--- src/rtl/mbist_mem_responder.sv ---
// Memory-side responder for the March-Y MBIST controller: register-file array,
// two-edge read pipeline, one programmable fault site, and debug counters.
module mbist_mem_responder #(
  parameter int CAWIDTH = 4,
  parameter int DWIDTH  = 8
) (
  input  logic                      clk,
  input  logic                      rst,
  input  logic [CAWIDTH-1:0]        CA,
  input  logic                      we,
  input  logic                      re,
  input  logic [DWIDTH-1:0]         datain,
  output logic [DWIDTH-1:0]         dataout,
  output logic                      rvalid,
  input  logic                      fault_en,
  input  logic [1:0]                fault_type,
  input  logic [CAWIDTH-1:0]        fault_addr,
  input  logic [$clog2(DWIDTH)-1:0] fault_bit,
  output logic [7:0]                wr_count,
  output logic [7:0]                rd_count,
  output logic                      cmd_err
);

  localparam int         DEPTH  = 1 << CAWIDTH;
  localparam logic [1:0] FT_SA0 = 2'b01;
  localparam logic [1:0] FT_SA1 = 2'b10;
  localparam logic [1:0] FT_UTF = 2'b11;

  logic [DWIDTH-1:0]  r_mem [DEPTH];
  logic [CAWIDTH-1:0] r_raddr_p1;
  logic               r_vld_p1;
  logic [DWIDTH-1:0]  r_dout_p2;
  logic               r_vld_p2;
  logic [7:0]         r_wr_cnt;
  logic [7:0]         r_rd_cnt;
  logic               r_cmd_err;

  logic               w_rd_accept;
  logic [DWIDTH-1:0]  w_mask;
  logic [DWIDTH-1:0]  w_wdata;
  logic [DWIDTH-1:0]  w_rdata;

  function automatic logic [7:0] sat_inc(input logic [7:0] c);
    return (c == 8'hFF) ? c : c + 8'd1;
  endfunction

  // Stuck-at faults only mask the returned word; the array keeps the real data.
  function automatic logic [DWIDTH-1:0] rfault(input logic [DWIDTH-1:0] word,
                                               input logic              hit,
                                               input logic [1:0]        ftype,
                                               input logic [DWIDTH-1:0] mask);
    logic [DWIDTH-1:0] res;
    res = word;
    if (hit && ftype == FT_SA0) res = word & ~mask;
    if (hit && ftype == FT_SA1) res = word | mask;
    return res;
  endfunction

  // Up-transition fault: a stored 0 cannot be written to 1; 1->0 is unaffected.
  function automatic logic [DWIDTH-1:0] wfault(input logic [DWIDTH-1:0] din,
                                               input logic [DWIDTH-1:0] stored,
                                               input logic              hit,
                                               input logic [DWIDTH-1:0] mask);
    return hit ? (din & (stored | ~mask)) : din;
  endfunction

  always_comb begin
    w_mask = '0;
    if (int'(fault_bit) < DWIDTH) w_mask = DWIDTH'(1) << fault_bit;
  end

  assign w_rd_accept = re & ~we;
  assign w_wdata = wfault(datain, r_mem[CA],
                          fault_en && fault_type == FT_UTF && CA == fault_addr, w_mask);
  assign w_rdata = rfault(r_mem[r_raddr_p1], fault_en && r_raddr_p1 == fault_addr,
                          fault_type, w_mask);

  always_ff @(posedge clk or negedge rst) begin
    if (!rst) begin
      for (int i = 0; i < DEPTH; i++) r_mem[i] <= '0;
    end else if (we) begin
      r_mem[CA] <= w_wdata;
    end
  end

  // p1: sampling edge captures the read address
  always_ff @(posedge clk or negedge rst) begin
    if (!rst) begin
      r_raddr_p1 <= '0;
      r_vld_p1   <= 1'b0;
      r_dout_p2  <= '0;
      r_vld_p2   <= 1'b0;
      r_wr_cnt   <= '0;
      r_rd_cnt   <= '0;
      r_cmd_err  <= 1'b0;
    end else begin
      if (w_rd_accept) r_raddr_p1 <= CA;
      r_vld_p1 <= w_rd_accept;
      // p2: array word (pre-write value on a same-edge write) reaches dataout
      if (r_vld_p1) r_dout_p2 <= w_rdata;
      r_vld_p2 <= r_vld_p1;
      if (we)          r_wr_cnt  <= sat_inc(r_wr_cnt);
      if (w_rd_accept) r_rd_cnt  <= sat_inc(r_rd_cnt);
      if (we && re)    r_cmd_err <= 1'b1;
    end
  end

  assign dataout  = r_dout_p2;
  assign rvalid   = r_vld_p2;
  assign wr_count = r_wr_cnt;
  assign rd_count = r_rd_cnt;
  assign cmd_err  = r_cmd_err;

endmodule

--- config.mk ---
export PLATFORM = sky130hd
export DESIGN_NAME = mbist_mem_responder
export DESIGN_NICKNAME = d
export VERILOG_FILES = /design/src/rtl/mbist_mem_responder.sv
export SDC_FILE = /design/constraint.sdc
export NUM_CORES = 1
export LEC_CHECK = 0
export CORE_ASPECT_RATIO = 0.5
export CORE_MARGIN = 3
export CORE_UTILIZATION = 30
export DETAILED_ROUTE_END_ITERATION = 12
export SLEW_MARGIN = 25
export SYNTH_ARGS = -nofsm -noshare
export SYNTH_HDL_FRONTEND = slang
export SYNTH_SLANG_ARGS = --single-unit
--- constraint.sdc ---
create_clock -name clk -period 2.62 [get_ports clk]
set_input_delay 0.524 -clock clk [delete_from_list [all_inputs] [get_ports clk]]
set_output_delay 0.524 -clock clk [all_outputs]
set_load 0.01 [all_outputs]
## Word-level counts from Yosys, hierarchy flattened

Cells that the tools add are included.

| storage, ports and cells | value |
|---|---|
| input bits | 26 |
| flip-flop bits (word level) | 159 |
| word-level logic and storage cells | 68 |

| operators by class | value |
|---|---|
| multiplexer cells | 12 |
| eq/ne operators | 7 |
| add/sub/neg operators | 2 |
| bitwise gates (word level) | 11 |
| reduce and logical (&&, ||, !) cells | 9 |
| shifts and indexed selects | 1 |
| $lt $le $gt $ge | 3 |

Operators by type and width:

| kind | count |
|---|---|
| bitwise mux 128 bit | 1 |
| binary-select mux 8 bit (select 4 bit) | 2 |
| 2-to-1 mux 8 bit | 8 |
| demux 8 bit (select 4 bit) | 1 |
| adder 8 x 1 -> 8 bit (second input constant) | 2 |
| AND 8 bit | 2 |
| equality test 8 bit (second input constant) | 2 |
| OR 8 bit | 2 |
| >= comparator 5 bit (second input constant) | 2 |
| inverter 4 -> 5 bit | 2 |
| equality test 4 bit | 2 |
| inverter 8 bit | 1 |
| << shifter 1 x 3 -> 8 bit (first input constant) | 1 |
| logical AND 1 bit | 7 |
| < comparator 5 x 1 -> 1 bit (second input constant) | 1 |
| equality test 2 bit (second input constant) | 2 |
| AND reduction 2 bit | 2 |
| inverter 1 bit | 3 |
| equality test 2 x 1 -> 1 bit (second input constant) | 1 |
| AND 1 bit | 1 |

## Depth between registers and ports, before layout

Gate-level depths: netlist of the first run.

| logic depth | value |
|---|---|
| depth in word-level cells | 8 |
| mapped depth | 10 |

## Worst setup path before layout of the first run

OpenSTA, ideal clock, no wires.

| path | value |
|---|---|
| path type | input to register |
| start point | input CA[0] |
| end point | register r_mem[65] (netlist name) |
| setup time | 0.148 ns |
| setup slack | 0.208 ns |
| stages on the path | 9 |
| data required time | 2.472 ns |
| arrival | 2.264 ns |
| cell sequence | buf_6 buf_6 buf_4 mux2_2 a222oi_1 nand4_1 a21oi_2 buf_4 a21oi_1 |

| between the ends | value |
|---|---|
| cells in the longest elaborated chain, start to end | 8 |

RTL lines:

| item | RTL line | source |
|---|---|---|
| start, declared | 9 | `input logic [CAWIDTH-1:0] CA,` |
| inverter 4 -> 5 bit (implied by the code) | 73, 82 |  |
| binary-select mux 8 bit (select 4 bit) | 73 | `assign w_wdata = wfault(datain, r_mem[CA],` |
| 2-to-1 mux 8 bit (implied by the code) (2 in a row) | 73 |  |
| OR 8 bit | 64 | `return hit ? (din & (stored \| ~mask)) : din;` |
| AND 8 bit | 64 |  |
| 2-to-1 mux 8 bit | 64 |  |
| bitwise mux 128 bit * | 82 | `r_mem[CA] <= w_wdata;` |
| end signal, assigned by index | 82 |  |
| end, declared | 29 | `logic [DWIDTH-1:0] r_mem [DEPTH];` |

Mark *: on every way between the ends. The rest lies on a longest branch, timed or not. The select of a mux whose other input is x is not followed.
A chain may end at the register's enable or synchronous reset.

## Worst setup path in the final report of the first run

| path | value |
|---|---|
| start point | input CA[2] |
| end point | register r_mem[57] (netlist name) |

The elaborated chain is that of the path after synthesis.

==> results of run 1 <==
[critical path, stage by stage]
cell             delay, ps
clkdlybuf4s50_1        620
buf_4                  170
buf_4                  110
nor3b_1                 70
a222oi_1               340
nand4_1                160
a21oi_2                590
o21ai_0                220
[path summary, 6_finish.rpt]
| path | to | slack (ps) | startpoint | depth (start not counted) |
|---|---|---|---|---|
| min | r_mem[18] | 50 | rst | 1 |
| max | r_mem[57] | 90 | CA[2] | 8 |
| max reg2reg | dataout[1] | 310 | r_raddr_p1[0] | 7 |
| min in group clk | cmd_err | 470 | cmd_err | 1 |
| max in group asynchronous | r_mem[93] | 1880 | rst | 2 |
| min reg2reg | cmd_err | 470 | cmd_err | 1 |
[area by class of cell]
class	instances	area share [%]
inverters	4	0.1398
clock inverters	7	0.5826
well taps	382	4.451
repair buffers	158	13.16
flip-flops and latches	159	37.08
clock buffers	23	4.451
multi-input cells	460	40.14
[sequential cells by signal, summed over array words and instances (netlist names)]
signal      count
r_vld_p1        1
wr_count        8
r_mem         128
rd_count        8
cmd_err         1
rvalid          1
dataout         8
r_raddr_p1      4
[kinds of logic after synthesis]
kind of cell | share of synthesized area, %
flip-flops | 46.49
AND/OR/NAND/NOR | 8.056
buffers and inverters | 3.246
XOR/XNOR | 2.149
AO/OA/AOI/OAI | 6.652
multiplexers | 33.11
adder cells (fa/ha/maj) | 0.2924
[where the power goes]
part	total, mW	internal [mW]	switching [mW]	leakage, nW
registers	3.63	3.06	0.573	1.94
logic	2.20	1.31	0.885	2.33
clock network	2.33	1.36	0.973	0.268
total	8.16	5.73	2.43	4.54
[through the flow]
| step | utilization, % | TNS (ps) | hold WS, ps |
|---|---|---|---|
| after floorplan | - | 0 | 228.4 |
| after global placement | 36.56 | -49790 | 448.2 |
| after detailed placement | 36.56 | -51650 | 444.6 |
| after CTS | 38.51 | 0 | 60.04 |
| after global routing | 38.53 | 0 | 75.20 |
| final | 38.53 | 0 | 53.66 |
[metal layers]
| metal | part of all wire, % | track usage [%] | vias to the layer above |
|---|---|---|---|
| li1 | - | - | 2787 |
| met1 | 46 | 24.28 | 3255 |
| met2 | 46 | 26.42 | 232 |
| met3 | 6.0 | 3.751 | 46 |
| met4 | 2.7 | 6.724 | 0 |
| met5 | 0 | 0 | - |
[cells in the final DEF (no fill, tap or decap), types with 5 or more instances in the layout]
cell type / instances
xnor2_1: 12
buf_4: 100
mux2i_1: 48
nor3b_1: 6
xor2_1: 9
mux2_2: 138
dfrtp_1: 157
a211oi_1: 14
o21ai_0: 11
nand2b_1: 6
a221oi_1: 7
mux4_2: 35
a21oi_1: 10
nand4_1: 9
nand2_1: 25
clkdlybuf4s50_1: 49
nand3_1: 22
buf_12: 8
o22ai_1: 6
nor2_1: 42
clkinv_2: 5
clkbuf_16: 17
==> reports/results.ini, run 1 <==
[setup_path]
required_ps = 2900
worstSetupPathType = in2reg
cp.arrival_ps = 2810
cp-start-kind = primary input
end_kind = flip-flop
critPathMaxFanout = 16

[die]
die_w_um = 244.9
initial_core_util_pct = 30.71
dieArea_mm2 = 0.03071
io_pins = 52
die_y_um = 125.4
rows = 43
core_area_mm2 = 0.02787

[placement]
dp_slack_ps = -474.1
dpl.cell_count = 1163
gp_congestion = 0.9056
dpl-instance-area_mm2 = 0.01019
place_hpwl_um = 18300
io_buffers = 51

[logic_synthesis]
synth_cell_types = 53
yosysWarnings = 0
avgSynthCellArea_um2 = 12.75
post-synth-top-count-cell = dfrtp_1
synthCells = 671
synth.area.top_cells = dfrtp_1, mux2_2, mux4_2
synth_edf_count = 0
synth_top_area_share_pct = 46.49
synth_area_mm2 = 0.008558
synth_ff_type = dfrtp_1
syn_nets = 699
synth_common_cells = dfrtp_1, mux2_2, mux2i_1, nor2_1, mux4_2
ys_seq_area_share_pct = 46.49
ys_seq_elements = 159
synthArstFlopShare_pct = 100.0
synth_top_area_cell = dfrtp_1

[clocking]
cts_root_buffer = clkbuf_16
clock_sinks = 159
insertion_delay_ps = 440
cts_resized = 1
clk_pin_slew_ps = 60
htreeDepth = 4
clock_path_buffers = 2
cts_tree = done
cts_hold_buffers = 0
cts_buffers = 17
post_cts_buffers = 0

[sta]
setup_slack_ps = 93.40
clock.fmax_mhz = 395.8
report.final.slew_viol_count = 0
rsz0062_at_grt = no
setup_viol = 0
hold_violations = 0
fin_crit_sh_pct = 96.44
worstMarginPinSlew_ps = 893.6
finClkSkew_ps = 8.497
maxSlewHeadroom_pct = 40.43
period_minus_slack_ps = 2527

[global_route]
antenna_found_initial = 0
grt_pass1_wl_um = 39900
grt_pass1_vias = 6528
grtUsageTotal_pct = 17.37
grt-ovfl-total = 0
grt_max_degree = 54

[status]
status = completed

[drt]
via_count = 6320
firstDrtPassIters = 5
ant_nets = 0
drc = 0
viasPerCell = 5.298
wl_um = 25920
drt_iter0_markers = 483
wl_per_cell_um = 21.73

[power]
p_per_area_mw_per_mm2 = 760.1
fin_total_pwr_mw = 8.162
p_leak_nw = 4.538
ir_drop_mv = 0.4263

[finish]
drive_above_1_share_pct = 39.58
regArea_mm2 = 0.003981
finalNonFillerCells = 1193
antenna_cells = 0
final_nets = 828
area_delta_synth_final_pct = 25.47
multi_input_area_mm2 = 0.004310
nFillCells = 2712
fin_area_mm2 = 0.01074

[worst_hold_path]
hold_path.class = in2async

[run]
max_cap_viol_count = 0

No activity file was read; power rests on OpenSTA's default activity.
==> run 2: changes to the inputs <==
--- a/config.mk
+++ b/config.mk
@@ -5,10 +5,12 @@
 export SDC_FILE = /design/constraint.sdc
 export NUM_CORES = 1
 export LEC_CHECK = 0
-export CORE_ASPECT_RATIO = 0.5
-export CORE_MARGIN = 3
+export CELL_PAD_IN_SITES_DETAIL_PLACEMENT = 1
+export CELL_PAD_IN_SITES_GLOBAL_PLACEMENT = 2
+export CORE_ASPECT_RATIO = 0.9
 export CORE_UTILIZATION = 30
 export DETAILED_ROUTE_END_ITERATION = 12
+export PLACE_DENSITY_LB_ADDON = 0.1
 export SLEW_MARGIN = 25
 export SYNTH_ARGS = -nofsm -noshare
 export SYNTH_HDL_FRONTEND = slang
==> reports/results.ini, run 2 (same netlist as run 1, synthesis figures left out) <==
[worst_hold_path]
hold_path.class = in2async

[global_route]
grtUsageTotal_pct = 22.14
grt-ovfl-total = 0
antenna_found_initial = 0
grt_pass1_vias = 7012
grt_pass1_wl_um = 46800
grt_max_degree = 58

[finish]
drive_above_1_share_pct = 40.49
multi_input_area_mm2 = 0.004319
final_common_cell = dfrtp_1
max_flop_register = r_mem
final_nets = 835
nFillCells = 2954
antenna_cells = 0
regArea_mm2 = 0.003981
largest_reg_flops = 128
area_delta_synth_final_pct = 26.73
mostFrequentLayoutCells = dfrtp_1, mux2_2, buf_4

[power]
p_sw_share_pct = 32.25
p_comb_share_pct = 27.2
pwr-share-seq_pct = 43.4
clockPowerShare_pct = 29.4
internal_power_mw = 5.671
fin_total_pwr_mw = 8.370
p_leak_nw = 4.592
ir_drop_mv = 0.4585
p_per_area_mw_per_mm2 = 771.8
p_switching_mw = 2.699

[setup_path]
cp-start-kind = primary input
end_kind = flip-flop
cp.arrival_ps = 2840
required_ps = 2940
worstSetupPathType = in2reg
critPathMaxFanout = 16

[status]
status = completed

[die]
die_y_um = 162.2
core_area_mm2 = 0.02801
die_w_um = 180.0
dieArea_mm2 = 0.02921
rows = 58
io_pins = 52
initial_core_util_pct = 30.55

[clocking]
htreeDepth = 4
clock_sinks = 159
clock_path_buffers = 2
cts_hold_buffers = 0
clk_pin_slew_ps = 70
post_cts_buffers = 0
cts_root_buffer = clkbuf_16
cts_buffers = 17
cts_resized = 0
cts_tree = done
insertion_delay_ps = 450

[sta]
clock.fmax_mhz = 397.7
setup_viol = 0
period_minus_slack_ps = 2514
report.final.slew_viol_count = 0
worstMarginPinSlew_ps = 666.7
rsz0062_at_grt = no
finClkSkew_ps = 13.62
maxSlewHeadroom_pct = 55.46
fin_hold_ws_ps = 50.65
hold_violations = 0
fin_crit_sh_pct = 95.96

[drt]
firstDrtPassIters = 4
wl_met1_um = 14680
drc = 0
wl_um = 30590
viasPerCell = 5.285
drt_iter0_markers = 402
via_count = 6236
dr_wl_met3_um = 583
wl_met2_um = 14690
wl_per_cell_um = 25.92
ant_nets = 0
top_layer_used = met4

[placement]
io_buffers = 51
gp_congestion = 0.8170
place_hpwl_um = 21880

[run]
max_cap_viol_count = 0

[run 2: changes by cell type in the layout (fill, tap and decap cells not counted), moves of 2 or more]
cell | previous run | this run
clkinv_2 | 5 | 0
buf_12 | 8 | 12
inv_6 | 0 | 4
inv_8 | 0 | 4
buf_4 | 100 | 103
clkinv_4 | 0 | 3
clkbuf_1 | 3 | 1
clkbuf_8 | 3 | 1
[run 2: metal layers]
| metal | global-route usage (%) | vias to the layer above |
|---|---|---|
| met5 | 0 | - |
| met4 | 7.265 | 0 |
| met3 | 2.848 | 33 |
| met2 | 36.96 | 85 |
| met1 | 29.86 | 3323 |
| li1 | - | 2795 |
[run 2: cell type report]
cell class / instances / share of cell area, %
flip-flops and latches: 159 / 36.71
inverters: 4 / 0.1384
multi-input cells: 460 / 39.82
well taps: 360 / 4.153
repair buffers: 165 / 13.97
clock buffers: 19 / 4.084
clock inverters: 13 / 1.119
[run 2: final timing paths]
path | startpoint | end | slack [ps] | cells past startpoint
worst max-delay path | CA[2] | r_mem[76] | 110 | 8
worst min-delay path | rst | r_mem[111] | 50 | 1
worst max register to register | r_mem[119] | r_mem[55] | 410 | 6
worst min register to register | cmd_err | cmd_err | 470 | 1
max in group asynchronous | rst | rd_count[1] | 1840 | 2
min in group clk | cmd_err | cmd_err | 470 | 1
[run 2: metrics by stage]
stage / utilization [%] / instance area (µm²) / setup TNS (ps) / instances / setup slack, ps
finish: 38.72 / 10850 / 0 / 1180 / 105.8
floorplan: - / 8558 / 0 / 671 / 207.7
CTS: 38.68 / 10830 / 0 / 1180 / 34.04
detailed placement: 36.66 / 10270 / -45980 / 1148 / -420.6
global route: 38.72 / 10850 / 0 / 1180 / 2.503
global placement: 36.66 / 10270 / -38340 / 1148 / -349.3
[run 2: power groups by stage]
stage | Clock (mW) | Combinational, mW | Sequential, mW
2_1_floorplan | 0 | 1.42 | 3.49
6_report | 2.46 | 2.28 | 3.63
4_1_cts | 2.52 | 2.31 | 3.63
5_1_grt | 2.62 | 2.47 | 3.72
3_3_place_gp | 0 | 2.25 | 3.63
3_5_place_dp | 0 | 2.29 | 3.67
[run 2: critical path: stages]
cell	delay, ps
clkdlybuf4s50_1	540
xor2_1	230
nor3_1	320
nand2_2	240
buf_4	220
o31a_1	330
buf_12	160
mux2_2	260
